--- src/rtl/writeback_register_file.sv ---
// Writeback stage plus 32-entry register file: selects the writeback value,
// commits it on the rising edge, and bypasses it to both read ports in the same cycle.
module writeback_register_file #(
  parameter int             N           = 32,
  parameter logic [N-1:0]   valor_reset = '0
) (
  input  logic         clk,
  input  logic         reset,
  input  logic [N-1:0] PCPlus4Input,
  input  logic [N-1:0] ReadDataInput,
  input  logic [N-1:0] ALUResultInput,
  input  logic [4:0]   WriteRegisterInput,
  input  logic [1:0]   MemtoRegInput,
  input  logic         RegWriteInput,
  input  logic [4:0]   ReadRegister1,
  input  logic [4:0]   ReadRegister2,
  output logic [N-1:0] ReadData1,
  output logic [N-1:0] ReadData2,
  output logic [N-1:0] WriteDataOutput,
  output logic [31:0]  WriteCount
);

  // Register 0 has no storage; it is hardwired to zero on both read ports.
  logic [N-1:0] r_regs [1:31];
  logic [31:0]  r_write_count;

  logic [N-1:0] w_write_data;
  logic         w_commit;
  logic [N-1:0] w_stored1;
  logic [N-1:0] w_stored2;

  always_comb begin
    w_write_data = ALUResultInput;
    case (MemtoRegInput)
      2'b01:   w_write_data = ReadDataInput;
      2'b10:   w_write_data = PCPlus4Input;
      default: w_write_data = ALUResultInput;
    endcase
  end

  // Holding reset low suppresses both the commit and the bypass path.
  assign w_commit = reset && RegWriteInput && (WriteRegisterInput != 5'd0);

  always_comb begin
    w_stored1 = '0;
    w_stored2 = '0;
    if (ReadRegister1 != 5'd0) w_stored1 = r_regs[ReadRegister1];
    if (ReadRegister2 != 5'd0) w_stored2 = r_regs[ReadRegister2];
  end

  always_comb begin
    ReadData1 = w_stored1;
    ReadData2 = w_stored2;
    if (w_commit && (WriteRegisterInput == ReadRegister1)) ReadData1 = w_write_data;
    if (w_commit && (WriteRegisterInput == ReadRegister2)) ReadData2 = w_write_data;
  end

  always_ff @(posedge clk or negedge reset) begin
    if (!reset) begin
      for (int i = 1; i < 32; i++) r_regs[i] <= valor_reset;
      r_write_count <= '0;
    end else if (w_commit) begin
      r_regs[WriteRegisterInput] <= w_write_data;
      r_write_count              <= r_write_count + 32'd1;
    end
  end

  assign WriteDataOutput = w_write_data;
  assign WriteCount      = r_write_count;

endmodule

--- config.mk ---
export PLATFORM = sky130hd
export DESIGN_NAME = writeback_register_file
export DESIGN_NICKNAME = d
export VERILOG_FILES = /design/src/rtl/writeback_register_file.sv
export SDC_FILE = /design/constraint.sdc
export NUM_CORES = 2
export LEC_CHECK = 0
export ABC_CLOCK_PERIOD_IN_PS = 3850
export CAP_MARGIN = 20
export CORE_AREA = 5 5 320 322
export CTS_CLUSTER_SIZE = 20
export DETAILED_ROUTE_END_ITERATION = 10
export DIE_AREA = 0 0 325 327
export MAX_ROUTING_LAYER = met4
export PLACE_DENSITY = 0.78
export RECOVER_POWER = 50
export SLEW_MARGIN = 20
export SYNTH_ARGS = -nofsm -noshare
export SYNTH_HDL_FRONTEND = slang
export SYNTH_SLANG_ARGS = --single-unit
--- constraint.sdc ---
create_clock -name clk -period 3.85 [get_ports clk]
set_input_delay 0.77 -clock clk [delete_from_list [all_inputs] [get_ports clk]]
set_output_delay 0.77 -clock clk [all_outputs]
set_load 0.01 [all_outputs]
# [Word level (Yosys, flattened, before mapping)]
# Index checks and enable logic that the tools add are counted.
[word_totals] register_bits=1024 latch_bits=0 ramBits=0 romBits=0 inputBits=116 out_inout_bits=128 mem_count=0
[op_classes] add_sub_neg=1 multipliers=0 div=0 n_lt_le_gt_ge=4 n_eq_ne=4 shift=0 muxes=14 n_bitwise=3 n_reduce_logical=8
[op_table] operator="$bwmux 992" count=1
[op_table] operator="$bmux 32 s5" count=2
[op_table] operator="$mux 32" count=9
[op_table] operator="$demux 32 s5" count=1
[op_table] operator="$pmux 32 s2" count=1
[op_table] operator="$add 32x1->32 const B" count=1
[op_table] operator="$ge 6x6->1 const B" count=3
[op_table] operator="$not 5->6" count=3
[op_table] operator="$reduce_bool 5->1" count=3
[op_table] operator="$eq 5x5->1" count=2
[op_table] operator="$lt 6x1->1 const B" count=1
[op_table] operator="$logic_and 1x1->1" count=5
[op_table] operator="$eq 2x1->1 const B" count=1
[op_table] operator="$eq 2x2->1 const B" count=1

# [Depth between registers and ports, before layout]
[logic_depth] word_depth=6 depth_mapped=9 mapped_depth_nobuf=6

# [Worst setup path before layout]
# OpenSTA, ideal clock, no wires.
[synth_timing] kind="input port to output port" startpoint="input ReadRegister2[1]" endpoint="output ReadData2[10]" arrival_time_ns=2.548 t_required_ns=3.080 slack_ns=0.532 path_stages=7 n_path_buf=3 path_cell_list="buf_2 > clkbuf_1 > buf_1 > mux4_2 > mux4_2 > nand2_1 > o221ai_1"
[synth_via] elab_chain_len=6 elab_cells_between_ends=9
[synth_rtl] item="from (decl)" line="16" text="input logic [4:0] ReadRegister2,"
[synth_rtl] item="$not 5->6 (not written as such)" line="48" text="if (ReadRegister2 != 5'd0) w_stored2 = r_regs[ReadRegister2];"
[synth_rtl] item="$bmux 32 s5" line="48"
[synth_rtl] item="$mux 32 (not written as such) (2 in a row)" line="48"
[synth_rtl] item="$mux 32" line="48"
[synth_rtl] item="$mux 32 *" line="55" text="if (w_commit && (WriteRegisterInput == ReadRegister2)) ReadData2 = w_write_data;"
[synth_rtl] item="to (decl)" line="18" text="output logic [N-1:0] ReadData2,"
# Every way passes the cells marked *; elsewhere a longest branch is shown, timed or not. The select of a mux whose other input is x is not followed.

# [Worst setup path after layout]
[layout_timing] startpoint="input WriteRegisterInput[1]" endpoint="output ReadData1[17]"
[layout_via] elab_chain_len=4 elab_cells_between_ends=5
[layout_rtl] item="from (decl)" line="12" text="input logic [4:0] WriteRegisterInput,"
[layout_rtl] item="$reduce_bool 5->1" line="42" text="assign w_commit = reset && RegWriteInput && (WriteRegisterInput != 5'd0);"
[layout_rtl] item="$logic_and 1x1->1" line="42"
[layout_rtl] item="$logic_and 1x1->1 *" line="54" text="if (w_commit && (WriteRegisterInput == ReadRegister1)) ReadData1 = w_write_data;"
[layout_rtl] item="$mux 32 *" line="54"
[layout_rtl] item="to (decl)" line="17" text="output logic [N-1:0] ReadData1,"
# Every way passes the cells marked *; elsewhere a longest branch is shown, timed or not.

==> impl_metrics.tcl <==
set metrics [dict create \
    final_area_um2 64300 \
    final.setup.worst_slack_ps -6.79 \
    ios 244 \
    synth_cell_types 44 \
    area_delta_synth_final_pct 21.1 \
    period_needed_ps 3860 \
    netlist_area_um2 53100 \
    cts_tree "built" \
    nNetsFinal 5331 \
    grt_pass1_vias 45700 \
    reg2reg_slack_ps 1160 \
    grt_overflow_total 0 \
    netlist_top_cells_area "dfrtp_1, mux4_2, o21ai_0" \
    pwr_density_cell_nw_per_um2 461 \
    avgSynthCellArea_um2 10.9 \
    cp.arrival_ps 3090 \
    violations "capacitance limit, slew limit, setup timing" \
    wl_um 186000 \
    antenna_found_initial 10 \
    synth_top_cell_by_area "dfrtp_1" \
    viasPerCell 6.78 \
    clockBufferDepth 3 \
    crit_type "primary input to output port" \
    die_h_um 327 \
    dieArea_um2 106000 \
    track_usage_pct 35.5 \
    clock_skew_ps 9.87 \
    p_leak_nw 27.9 \
    dp_hpwl_um 117000 \
    worst_setup_path_start_kind "primary input" \
    start_util_pct 53.5 \
    hold_path.class "register to register" \
    slew_headroom_pct -22.6 \
    cap_violations 9 \
    first_pass_iters 6 \
    endpoint_kind "output port" \
    grt_max_degree 179 \
    path_max_fanout 17 \
    dp_cells 6363 \
    final_cells 6608 \
    vdd_ir_drop_max_mv 0.432 \
    drtIter0Drc 5772 \
    dr_total_vias 44800 \
    postRouteAntennaNets 0 \
    post-route-period-util_pct 100 \
    syn_inst 4877 \
    wl_per_cell_um 28.1 \
    dpl_cell_area_um2 60300 \
    cts-root-buf "clkbuf_16" \
    num_rows 116 \
    worst_pin_slew_ps 1840 \
    yosysSeqAreaShare_pct 48.3 \
    timing.final.max_slew_violations 544 \
    synthesis.nets 4996 \
    cts.sinks 1024 \
    drcViolationCount 0 \
    synth.top_cell.area_share_pct 48.3 \
    place.gp.congestion 0.961 \
    cts_buffers 104 \
    port_buffers 243 \
    outcome "finished with violations" \
    grt_pass1_wl_um 280000 \
    finalSetupViolations 1 \
    hold_viol 0 \
    htreeDepth 3 \
    fmax_mhz 259 \
    die-width_um 325 \
    final_layout_size_suffix_gt1_share_pct 25.1 \
    postLayoutCoreUtil_pct 64.7 \
    synth-seq-cells 1024 \
    cp_data_required_time_ps 3080 \
    core_area_um2 99300 \
    path_clk_slew_ps 60 \
    total_power_w 0.0296 \
    worstSkewPairLatency_ps 680 \
    synth_warnings 0 \
]
## worst max-delay path, stage by stage
cell           delay, ps
dlygate4sd2_1        430
nor2_1               160
a2111oi_4            420
buf_4                170
nand2_2               60
buf_12               170
o211ai_1             540
buf_4                240
buf_6                100
## logic make-up (layout without fill, tap and decap cells)
| group | Yosys count | in the layout | synth area share, % |
|---|---|---|---|
| AO/OA/AOI/OAI | 1383 | 1383 | 15.1 |
| XOR/XNOR | 41 | 41 | 0.677 |
| adder cells (fa/ha/maj) | 3 | 3 | 0.0707 |
| buffers and inverters | 540 | 963 | 4.10 |
| flip-flops | 1024 | 1024 | 48.3 |
| multiplexers | 547 | 547 | 21.8 |
| other | 0 | 10 | 0 |
| AND/OR/NAND/NOR | 1339 | 1339 | 10.0 |
## cell type report
class                           count  area (µm²)
Fill cell                        7198       35000
Clock inverter                     47         596
Multi-Input combinational cell   3313       25800
Antenna cell                       10        25.0
Inverter                           36         135
Timing Repair Buffer              733        7450
Clock buffer                      147        3050
Tap cell                         1298        1620
Sequential cell                  1024       25600
## layout by cell type, fill, tap and decap left out, drive strengths merged, types with 17 or more instances in the layout
cell,instances
a21oi,34
a221oi,31
a22o,126
a22oi,97
buf,483
clkbuf,190
clkdlybuf4s50,155
clkinv,30
dfrtp,1024
dlygate4sd2,47
inv,38
mux2,65
mux4,479
nand2,1122
nand3,23
nor2,78
nor2b,41
nor3,37
o211ai,33
o21ai,1025
o221ai,32
xnor2,24
xor2,17
## through the flow
stage,TNS [ps],hold WS (ps),worst slack (ps)
finish,-6.79,484,-6.79
floorplan,0,460,532
detailed placement,-19580,474,-471
CTS,0,143,2.33
global placement,-18260,461,-419
global route,-6.09,498,-6.09
## registers in the layout, indices dropped and copies added (netlist names)
name and count:
r_regs 992, WriteCount 32
## timing repair
action	CTS	global route
setup endpoints to repair	84	63
pin swaps	13	8
buffers inserted	32	8
resized for setup	124	55
hold buffers	0	0
gates cloned	1	0
## layer usage
layer	GRT usage, %	vias to the layer above	share of wire, %
met1	42.8	22100	34
met3	13.2	823	14
li1	-	18400	-
met4	20.5	0	7.0
met5	-	-	0
met2	51.7	3392	44
## final timing paths
path | startpoint | end | cells past startpoint
max reg2reg | WriteCount[0]$_DFFE_PN0P_ | WriteCount[27]$_DFFE_PN0P_ | 6
max | WriteRegisterInput[1] | ReadData1[17] | 9
max in group asynchronous | reset | r_regs[730]$_DFFE_PN0P_ | 4
min | WriteCount[31]$_DFFE_PN0P_ | WriteCount[31]$_DFFE_PN0P_ | 1
min reg2reg | WriteCount[31]$_DFFE_PN0P_ | WriteCount[31]$_DFFE_PN0P_ | 1
min in group asynchronous | reset | r_regs[5]$_DFFE_PN0P_ | 2
## synthesized netlist by cell type (all sizes together)
cell type  count
nand2       1122
o21ai       1025
dfrtp       1024
mux4         479
clkbuf       412
a22o         126
a22oi         97
buf           92
nor2          78
mux2          65
nor2b         41
nor3          37
inv           36
a21oi         34
o211ai        33
o221ai        32
a221oi        31
xnor2         24
nand3         23
xor2          17
nand4         10
and3           7
and2           6
and4           5
ha             3
mux2i          3
nor3b          3
nor4           3
a211oi         2
nand3b         2
a2111oi        1
a21boi         1
a311oi         1
nand2b         1
or3b           1
## report_power, final
group / switching [W] / internal, W / total [W]
Clock: 0.00445 / 0.00632 / 0.0108
Combinational: 0.00307 / 0.00277 / 0.00585
Sequential: 0.00102 / 0.0120 / 0.0130
(Power assumes the default switching activity.)
